==> src/rtl/i2c_mem_arbiter.sv <==
// i2c_mem_arbiter
//
// Shares the single-port byte memory behind the I2C slave between two requesters:
// port 0 (I2C slave engine) and port 1 (local/APB side). One access is in flight at a time.
//
// Ports
//   clk, rst            : clock (rising edge) and asynchronous active-high reset
//   reqN/weN/lockN      : request, 1 = write / 0 = read, keep ownership across requests
//   addrN/wdataN        : access address and write data, held stable until gntN
//   gntN                : one-cycle pulse, access issued to memory this cycle
//   rvalidN/rdataN      : one-cycle read-data strobe and read data (rdataN holds its value)
//   mem_ce/rden/wren    : memory strobes
//   mem_addr/mem_wdata  : memory address and write data
//   mem_rdata           : synchronous memory read data, valid the cycle after mem_rden
//
// Timing: IDLE samples requests; ISSUE drives the memory and gnt; RDATA captures read
// data, which is presented with rvalid one cycle later. Every output is registered.

module i2c_mem_arbiter #(
    parameter int unsigned ADDR_W = 8,
    parameter int unsigned DATA_W = 8
) (
    input  logic              clk,
    input  logic              rst,

    input  logic              req0,
    input  logic              we0,
    input  logic              lock0,
    input  logic [ADDR_W-1:0] addr0,
    input  logic [DATA_W-1:0] wdata0,
    output logic              gnt0,
    output logic              rvalid0,
    output logic [DATA_W-1:0] rdata0,

    input  logic              req1,
    input  logic              we1,
    input  logic              lock1,
    input  logic [ADDR_W-1:0] addr1,
    input  logic [DATA_W-1:0] wdata1,
    output logic              gnt1,
    output logic              rvalid1,
    output logic [DATA_W-1:0] rdata1,

    output logic              mem_ce,
    output logic              mem_rden,
    output logic              mem_wren,
    output logic [ADDR_W-1:0] mem_addr,
    output logic [DATA_W-1:0] mem_wdata,
    input  logic [DATA_W-1:0] mem_rdata
);

    typedef enum logic [1:0] {
        StIdle,
        StIssue,
        StRdata
    } state_e;

    // Reset is asserted asynchronously but released on a clock edge so that no
    // flop leaves reset in a different cycle from its neighbours.
    logic [1:0] rst_sync_q;
    logic       rst_int;

    always_ff @(posedge clk or posedge rst) begin
        if (rst) begin
            rst_sync_q <= 2'b11;
        end else begin
            rst_sync_q <= {rst_sync_q[0], 1'b0};
        end
    end

    assign rst_int = rst_sync_q[1];

    // State and registered outputs
    state_e              state_q, state_d;
    logic                win_q, win_d;
    logic                we_q, we_d;
    logic                last_owner_q, last_owner_d;
    logic                lock_valid_q, lock_valid_d;
    logic                lock_owner_q, lock_owner_d;
    logic [1:0]          gnt_q, gnt_d;
    logic [1:0]          rvalid_q, rvalid_d;
    logic                mem_ce_q, mem_ce_d;
    logic                mem_rden_q, mem_rden_d;
    logic                mem_wren_q, mem_wren_d;
    logic [ADDR_W-1:0]   mem_addr_q, mem_addr_d;
    logic [DATA_W-1:0]   mem_wdata_q, mem_wdata_d;
    logic [DATA_W-1:0]   rdata0_q, rdata0_d;
    logic [DATA_W-1:0]   rdata1_q, rdata1_d;

    // Arbitration
    logic [1:0]          req;
    logic [1:0]          lock_in;
    logic                lock_held;
    logic [1:0]          cand;
    logic                grant_any;
    logic                winner;
    logic                sel_we;
    logic                sel_lock;
    logic [ADDR_W-1:0]   sel_addr;
    logic [DATA_W-1:0]   sel_wdata;

    assign req     = {req1, req0};
    assign lock_in = {lock1, lock0};

    always_comb begin
        // A lock only survives while its owner keeps lockX high; dropping it
        // releases the lock before this cycle's arbitration.
        lock_held = lock_valid_q && lock_in[lock_owner_q];
        cand      = req;
        if (lock_held) begin
            cand = lock_owner_q ? (req & 2'b10) : (req & 2'b01);
        end
        grant_any = |cand;
        // On a tie the port that did not own the memory last time wins.
        winner    = (cand == 2'b11) ? ~last_owner_q : cand[1];
        sel_we    = winner ? we1    : we0;
        sel_lock  = winner ? lock1  : lock0;
        sel_addr  = winner ? addr1  : addr0;
        sel_wdata = winner ? wdata1 : wdata0;
    end

    always_comb begin
        state_d      = state_q;
        win_d        = win_q;
        we_d         = we_q;
        last_owner_d = last_owner_q;
        lock_valid_d = lock_valid_q;
        lock_owner_d = lock_owner_q;
        gnt_d        = 2'b00;
        rvalid_d     = 2'b00;
        mem_ce_d     = 1'b0;
        mem_rden_d   = 1'b0;
        mem_wren_d   = 1'b0;
        mem_addr_d   = mem_addr_q;
        mem_wdata_d  = mem_wdata_q;
        rdata0_d     = rdata0_q;
        rdata1_d     = rdata1_q;

        unique case (state_q)
            StIdle: begin
                if (!lock_held) begin
                    lock_valid_d = 1'b0;
                end
                if (grant_any) begin
                    // Outputs are registered, so the ISSUE-cycle strobes are
                    // loaded here from the winning port.
                    state_d        = StIssue;
                    win_d          = winner;
                    we_d           = sel_we;
                    last_owner_d   = winner;
                    lock_valid_d   = sel_lock;
                    lock_owner_d   = winner;
                    gnt_d[winner]  = 1'b1;
                    mem_ce_d       = 1'b1;
                    mem_wren_d     = sel_we;
                    mem_rden_d     = ~sel_we;
                    mem_addr_d     = sel_addr;
                    mem_wdata_d    = sel_wdata;
                end
            end
            StIssue: begin
                state_d = we_q ? StIdle : StRdata;
            end
            StRdata: begin
                rvalid_d[win_q] = 1'b1;
                if (win_q) begin
                    rdata1_d = mem_rdata;
                end else begin
                    rdata0_d = mem_rdata;
                end
                state_d = StIdle;
            end
            default: begin
                state_d = StIdle;
            end
        endcase
    end

    always_ff @(posedge clk or posedge rst_int) begin
        if (rst_int) begin
            state_q      <= StIdle;
            win_q        <= 1'b0;
            we_q         <= 1'b0;
            last_owner_q <= 1'b1;
            lock_valid_q <= 1'b0;
            lock_owner_q <= 1'b0;
            gnt_q        <= 2'b00;
            rvalid_q     <= 2'b00;
            mem_ce_q     <= 1'b0;
            mem_rden_q   <= 1'b0;
            mem_wren_q   <= 1'b0;
            mem_addr_q   <= '0;
            mem_wdata_q  <= '0;
            rdata0_q     <= '0;
            rdata1_q     <= '0;
        end else begin
            state_q      <= state_d;
            win_q        <= win_d;
            we_q         <= we_d;
            last_owner_q <= last_owner_d;
            lock_valid_q <= lock_valid_d;
            lock_owner_q <= lock_owner_d;
            gnt_q        <= gnt_d;
            rvalid_q     <= rvalid_d;
            mem_ce_q     <= mem_ce_d;
            mem_rden_q   <= mem_rden_d;
            mem_wren_q   <= mem_wren_d;
            mem_addr_q   <= mem_addr_d;
            mem_wdata_q  <= mem_wdata_d;
            rdata0_q     <= rdata0_d;
            rdata1_q     <= rdata1_d;
        end
    end

    assign gnt0      = gnt_q[0];
    assign gnt1      = gnt_q[1];
    assign rvalid0   = rvalid_q[0];
    assign rvalid1   = rvalid_q[1];
    assign rdata0    = rdata0_q;
    assign rdata1    = rdata1_q;
    assign mem_ce    = mem_ce_q;
    assign mem_rden  = mem_rden_q;
    assign mem_wren  = mem_wren_q;
    assign mem_addr  = mem_addr_q;
    assign mem_wdata = mem_wdata_q;

endmodule

==> config.mk <==
export PLATFORM = sky130hd
export DESIGN_NAME = i2c_mem_arbiter
export DESIGN_NICKNAME = d
export VERILOG_FILES = /design/src/rtl/i2c_mem_arbiter.sv
export SDC_FILE = /design/constraint.sdc
export NUM_CORES = 1
export LEC_CHECK = 0
export ABC_AREA = 1
export CORE_MARGIN = 3
export CORE_UTILIZATION = 38
export DETAILED_ROUTE_END_ITERATION = 8
export PLACE_DENSITY = 0.82
export SETUP_SLACK_MARGIN = 0.3
export SKIP_CTS_REPAIR_TIMING = 1
export SLEW_MARGIN = 20
export SYNTH_ARGS = -nofsm -noshare
export SYNTH_HDL_FRONTEND = slang
export SYNTH_SLANG_ARGS = --single-unit
==> constraint.sdc <==
create_clock -name clk -period 1.3 [get_ports clk]
set_input_delay 0.26 -clock clk [delete_from_list [all_inputs] [get_ports clk]]
set_output_delay 0.26 -clock clk [all_outputs]
set_load 0.01 [all_outputs]
# Yosys cells after proc, flatten, opt, wreduce, memory -nomap -nowiden
# Cells that the tools add are included.
dict set report classes {
  n_lt_le_gt_ge 4
  eq_ne 5
  mux 27
  bitwise_logic 3
  n_reduce_logical 9
}
# op n
set op_table {}
lappend op_table {{$mux 8} 2}
lappend op_table {{$mux 1} 15}
lappend op_table {{$mux 2} 7}
lappend op_table {{$reduce_and 2->1} 4}
lappend op_table {{$eq 2x2->1 const B} 2}
lappend op_table {{$lt 1x2->1 const B} 2}
lappend op_table {{$pmux 2 s2} 1}
lappend op_table {{$logic_and 1x1->1} 3}
lappend op_table {{$not 1->1} 3}
lappend op_table {{$demux 1 s1} 2}
lappend op_table {{$eq 2x1->1 const B} 1}
lappend op_table {{$ge 1x1->1 const B} 2}
lappend op_table {{$logic_not 2->1} 1}
lappend op_table {{$ne 2x1->1 const B} 1}
lappend op_table {{$ne 2x2->1 const B} 1}
lappend op_table {{$reduce_or 2->1} 1}
dict set report word_totals {
  regBits 47
  input_bits 48
  output_inout_bits 39
  elab_cells 63
}

# Longest topological paths before layout
dict set report depth {
  ltp_word 12
  mapped_depth 10
  depth_no_buf 9
}

# Worst setup path before layout
# OpenSTA, ideal clock, no wires.
dict set report synth_timing {
  kind {reg2reg}
  startpoint {register lock_owner_q}
  endpoint {register mem_addr_q[0] (netlist: mem_addr[0])}
  setup_ps 117
  t_arrival_ps 1145
  t_required_ps 1183
  setup_slack_ps 38
  path_stages_with_launch 10
  path_buffers 2
  synth_period_minus_slack_ps 1262
  path_cell_list {dfrtp_1 > nand2_1 > nand4_2 > buf_6 > nand3_4 > buf_6 > nand2_1 > nand2_1 > nand2_1 > nand2_1}
}
dict set report synth_via {
  elab_chain_cells 7
  elab_cells_between_ends 10
  classes_between {eq/ne (1); mux (6); reduce/logical (3)}
}
# item line
set synth_lines {}
lappend synth_lines {{start, declared} 79} ;# logic lock_owner_q, lock_owner_d;
lappend synth_lines {{start signal, assigned} 202} ;# lock_owner_q <= lock_owner_d;
lappend synth_lines {{$mux 1 (implied by the code) (2 in series)} 108} ;# lock_held = lock_valid_q && lock_in[lock_owner_q];
lappend synth_lines {{$logic_and 1x1->1} 108}
lappend synth_lines {{$mux 2 *} 110} ;# if (lock_held) begin
lappend synth_lines {{$eq 2x2->1} 115} ;# winner = (cand == 2'b11) ? ~last_owner_q : cand[1];
lappend synth_lines {{$mux 1} 115}
lappend synth_lines {{$mux 8} 118} ;# sel_addr = winner ? addr1 : addr0;
lappend synth_lines {{end signal, assigned} 208} ;# mem_addr_q <= mem_addr_d;
lappend synth_lines {{end, declared} 85} ;# logic [ADDR_W-1:0] mem_addr_q, mem_addr_d;
# Every way passes the cells marked *; elsewhere a longest branch is shown, timed or not. The select of a mux whose other input is x is not followed.
# A chain may end at the register's enable or synchronous reset.

# Worst setup path in the final report
dict set report layout_timing {
  startpoint {register last_owner_q}
  endpoint {register we_q}
}
dict set report layout_via {
  elab_chain_cells 3
}
# item line
set layout_lines {}
lappend layout_lines {{start, declared} 77} ;# logic last_owner_q, last_owner_d;
lappend layout_lines {{start signal, assigned} 200} ;# last_owner_q <= last_owner_d;
lappend layout_lines {{$not 1->1} 115}
lappend layout_lines {{$mux 1} 115}
lappend layout_lines {{$mux 1} 116} ;# sel_we = winner ? we1 : we0;
lappend layout_lines {{end signal, assigned} 199} ;# we_q <= we_d;
lappend layout_lines {{end, declared} 76} ;# logic we_q, we_d;
# Every way passes these cells.

==> qor.yml <==
power:
  internal-power_mw: 4.371
  power_density_nw_per_um2: 2140
  switchingPower_mw: 2.871
  seq_power_share_pct: 35.7
  clockPowerShare_pct: 11.7
  comb_power_share_pct: 52.6
  vdd_drop_max_mv: 0.9437
  power.leakage_nw: 1.799
  switching_share_pct: 39.64
  power_mw: 7.242
global_route:
  grt_pass1_wl_microns: 8700
  antenna_found_initial: 0
  grt_max_degree: 21
  grtUsageTotal_pct: 17.72
  grt_pass1_vias: 1906
  grt_overflow: 0
synth:
  seq_area_frac_synth_pct: 56.91
  synthArstFlopShare_pct: 100.0
  synth_flop_cell: "dfrtp_1"
  synth.distinct_cells: 18
  syn_inst: 245
  avgSynthCellArea_sq_um: 8.462
  synth.top_cell.area_share_pct: 53.11
  ys_seq_elements: 47
  yosys-top-cells-area: "dfrtp_1 (53%), nand2_1 (21%), nand4_1 (5.4%)"
  synth_area_sq_um: 2073
  synth_edf_count: 0
  yosysMostFrequentCell: "nand2_1"
  netlist_top_cells_count: "nand2_1 (115), dfrtp_1 (44), inv_1 (19), nand4_1 (18), o21ai_0 (18)"
  syn-num-nets: 293
  yosysTopAreaCell: "dfrtp_1"
  synth_warnings: 0
die:
  dieArea_sq_um: 6378
  die_h_microns: 79.87
  die_w_microns: 79.87
  row_count: 26
  core-area_sq_um: 5205
  num_io_pins: 87
  floorplan.initialDensity_pct: 39.83
timing:
  final-setup-viol-count: 22
  rsz0062_at_grt: "true"
  min_period_ns: 1.377
  skew_ns: 0.01094
  fmaxAchievable_mhz: 726.0
  fin_hold_ws_ns: 0.2639
  finalMaxSlewViolations: 0
  fin_crit_sh_pct: 106.0
  postLayoutSetupSlackWorst_ns: -0.07741
  hold_viol_final: 0
  setup_tns_ns: -0.8846
min_path:
  min_path_type: "flop to async pin"
routing:
  routed_wirelength_microns: 6233
  vias: 2117
  ant_nets: 0
  viasPerCell: 4.833
  dr.pass1.iters: 4
  drc_errors: 0
  drt_iter0_drc: 55
  wl_per_cell_microns: 14.23
setup_path:
  crit_chain: "nand3_4 -> buf_12 -> nand4_1 -> nand2_2 -> nand2_2 -> nand2_1"
  arrival_ns: 1.57
  crit_required_ns: 1.49
  crit_path_frequent_cell: "nand2_2"
  crit_path_end_kind: "flop"
  path_class: "flop to flop"
  cpPeakStageDelay_ns: 0.58
  critPathLaunchType: "flop"
  cpMaxStageDelayCell: "dfstp_2"
  critPathMaxFanout: 7
run_status:
  violations: "setup timing"
  outcome: "complete, but fails checks"
finish:
  diodes: 0
  multi_input_area_sq_um: 840.8
  syn2layout_area_growth_pct: 63.25
  final_nets: 415
  fin_util_pct: 65.02
  stdcell_area_sq_um: 3385
  seqCellArea_sq_um: 1182
  nFillCells: 440
  drive_gt1_share_pct: 30.98
placement:
  post-dp-hpwl_microns: 3807
  gp_congestion: 0.8274
  numPortBuffers: 86
  placedInstanceArea_sq_um: 3102
clock_network:
  htreeDepth: 2
  root_buffer: "clkbuf_8"
  cts.clk_slew.worst_paths_ns: 0.08
  numCtsBuffers: 5
  cts_tree: "built"
  clock_sinks: 47
  clk_latency_ns: 0.30
  clock_path_buffers: 2
run:
  cap_violations: 0
[layer usage]
layer	track usage, %	vias up	part of all wire, %
met3	7.223	5	8.9
met2	28.38	96	49
met4	5.912	0	0.98
met1	21.66	994	41
met5	0	-	0
li1	-	1022	-
[cell families (layout without fill, tap and decap cells)]
family,Yosys count,after routing,synth area share (%)
buf+inv,32,152,7.242
other cells,1,1,0.1809
flops,47,47,56.91
compound gates,19,19,4.708
simple gates,146,149,30.96
[cell type report]
class / instances / area share, %
clock inverters: 2 / 0.3697
inverters: 21 / 2.810
repair buffers: 123 / 32.31
multi-input cells: 169 / 24.84
clock buffers: 6 / 2.144
flip-flops and latches: 47 / 34.94
well taps: 70 / 2.588
[flip-flops by register name, summed over array words and instances (netlist names)]
name and count:
gnt_q 2, last_owner_q 1, lock_owner_q 1, lock_valid_q 1, mem_addr 8, mem_ce 1, mem_rden 1, mem_wdata 8
mem_wren 1, rdata0 8, rdata1 8, rst_sync_q 2, rvalid_q 2, state_q 2, we_q 1
[power by group through the flow]
stage               Sequential (mW)  Combinational [mW]  Clock [mW]
floorplan                      2.79                1.44           0
global placement               2.56                3.28           0
detailed placement             2.56                3.39           0
CTS                            2.56                3.39       0.884
global route                   2.65                4.19       0.953
finish                         2.58                3.81       0.850
[cells in the final DEF, fill, tap and decap left out, types with 2 or more instances in the layout]
cell / synthesis / final
buf_12: 0 / 3
buf_2: 6 / 32
buf_4: 0 / 28
buf_6: 3 / 10
clkbuf_16: 0 / 3
clkbuf_8: 0 / 5
clkdlybuf4s50_1: 0 / 45
clkinvlp_4: 0 / 2
dfrtp_1: 44 / 42
dfrtp_2: 0 / 2
dfstp_2: 3 / 3
dlymetal6s2s_1: 0 / 2
inv_1: 19 / 13
inv_2: 2 / 4
inv_4: 0 / 2
nand2_1: 115 / 108
nand2_2: 0 / 6
nand3_4: 1 / 5
nand4_1: 18 / 18
nor2_1: 6 / 5
nor3_2: 2 / 2
o21ai_1: 0 / 16
[critical path, delay by kind of cell, from the launching register on]
kind                   cells  cell delay [ns]
buffers and inverters      1             0.21
flip-flops                 1             0.58
AND/OR/NAND/NOR            5             0.50
[final timing paths]
| path | startpoint | endpoint | slack, ns | depth (start not counted) |
|---|---|---|---|---|
| setup / recovery | last_owner_q$_DFFE_PP1P_ | we_q$_DFFE_PP0P_ | -0.08 | 6 |
| hold / removal | rst_sync_q[1]$_DFF_PP1_ | rdata0[6]$_DFFE_PP0P_ | 0.26 | 1 |
| min in group clk | rst_sync_q[0]$_DFF_PP1_ | rst_sync_q[1]$_DFF_PP1_ | 0.36 | 0 |
| max in group asynchronous | rst_sync_q[1]$_DFF_PP1_ | rdata1[3]$_DFFE_PP0P_ | 0.58 | 2 |
| setup reg to reg | last_owner_q$_DFFE_PP1P_ | we_q$_DFFE_PP0P_ | -0.08 | 6 |
| hold reg to reg | rst_sync_q[1]$_DFF_PP1_ | rdata0[6]$_DFFE_PP0P_ | 0.26 | 1 |
[metrics by stage]
stage	std cells	setup slack (ns)
CTS	411	-0.2016
floorplan	245	0.04117
finish	438	-0.07741
global placement	403	-0.3938
global route	438	-0.1409
detailed placement	403	-0.4755
(Power assumes the default switching activity.)
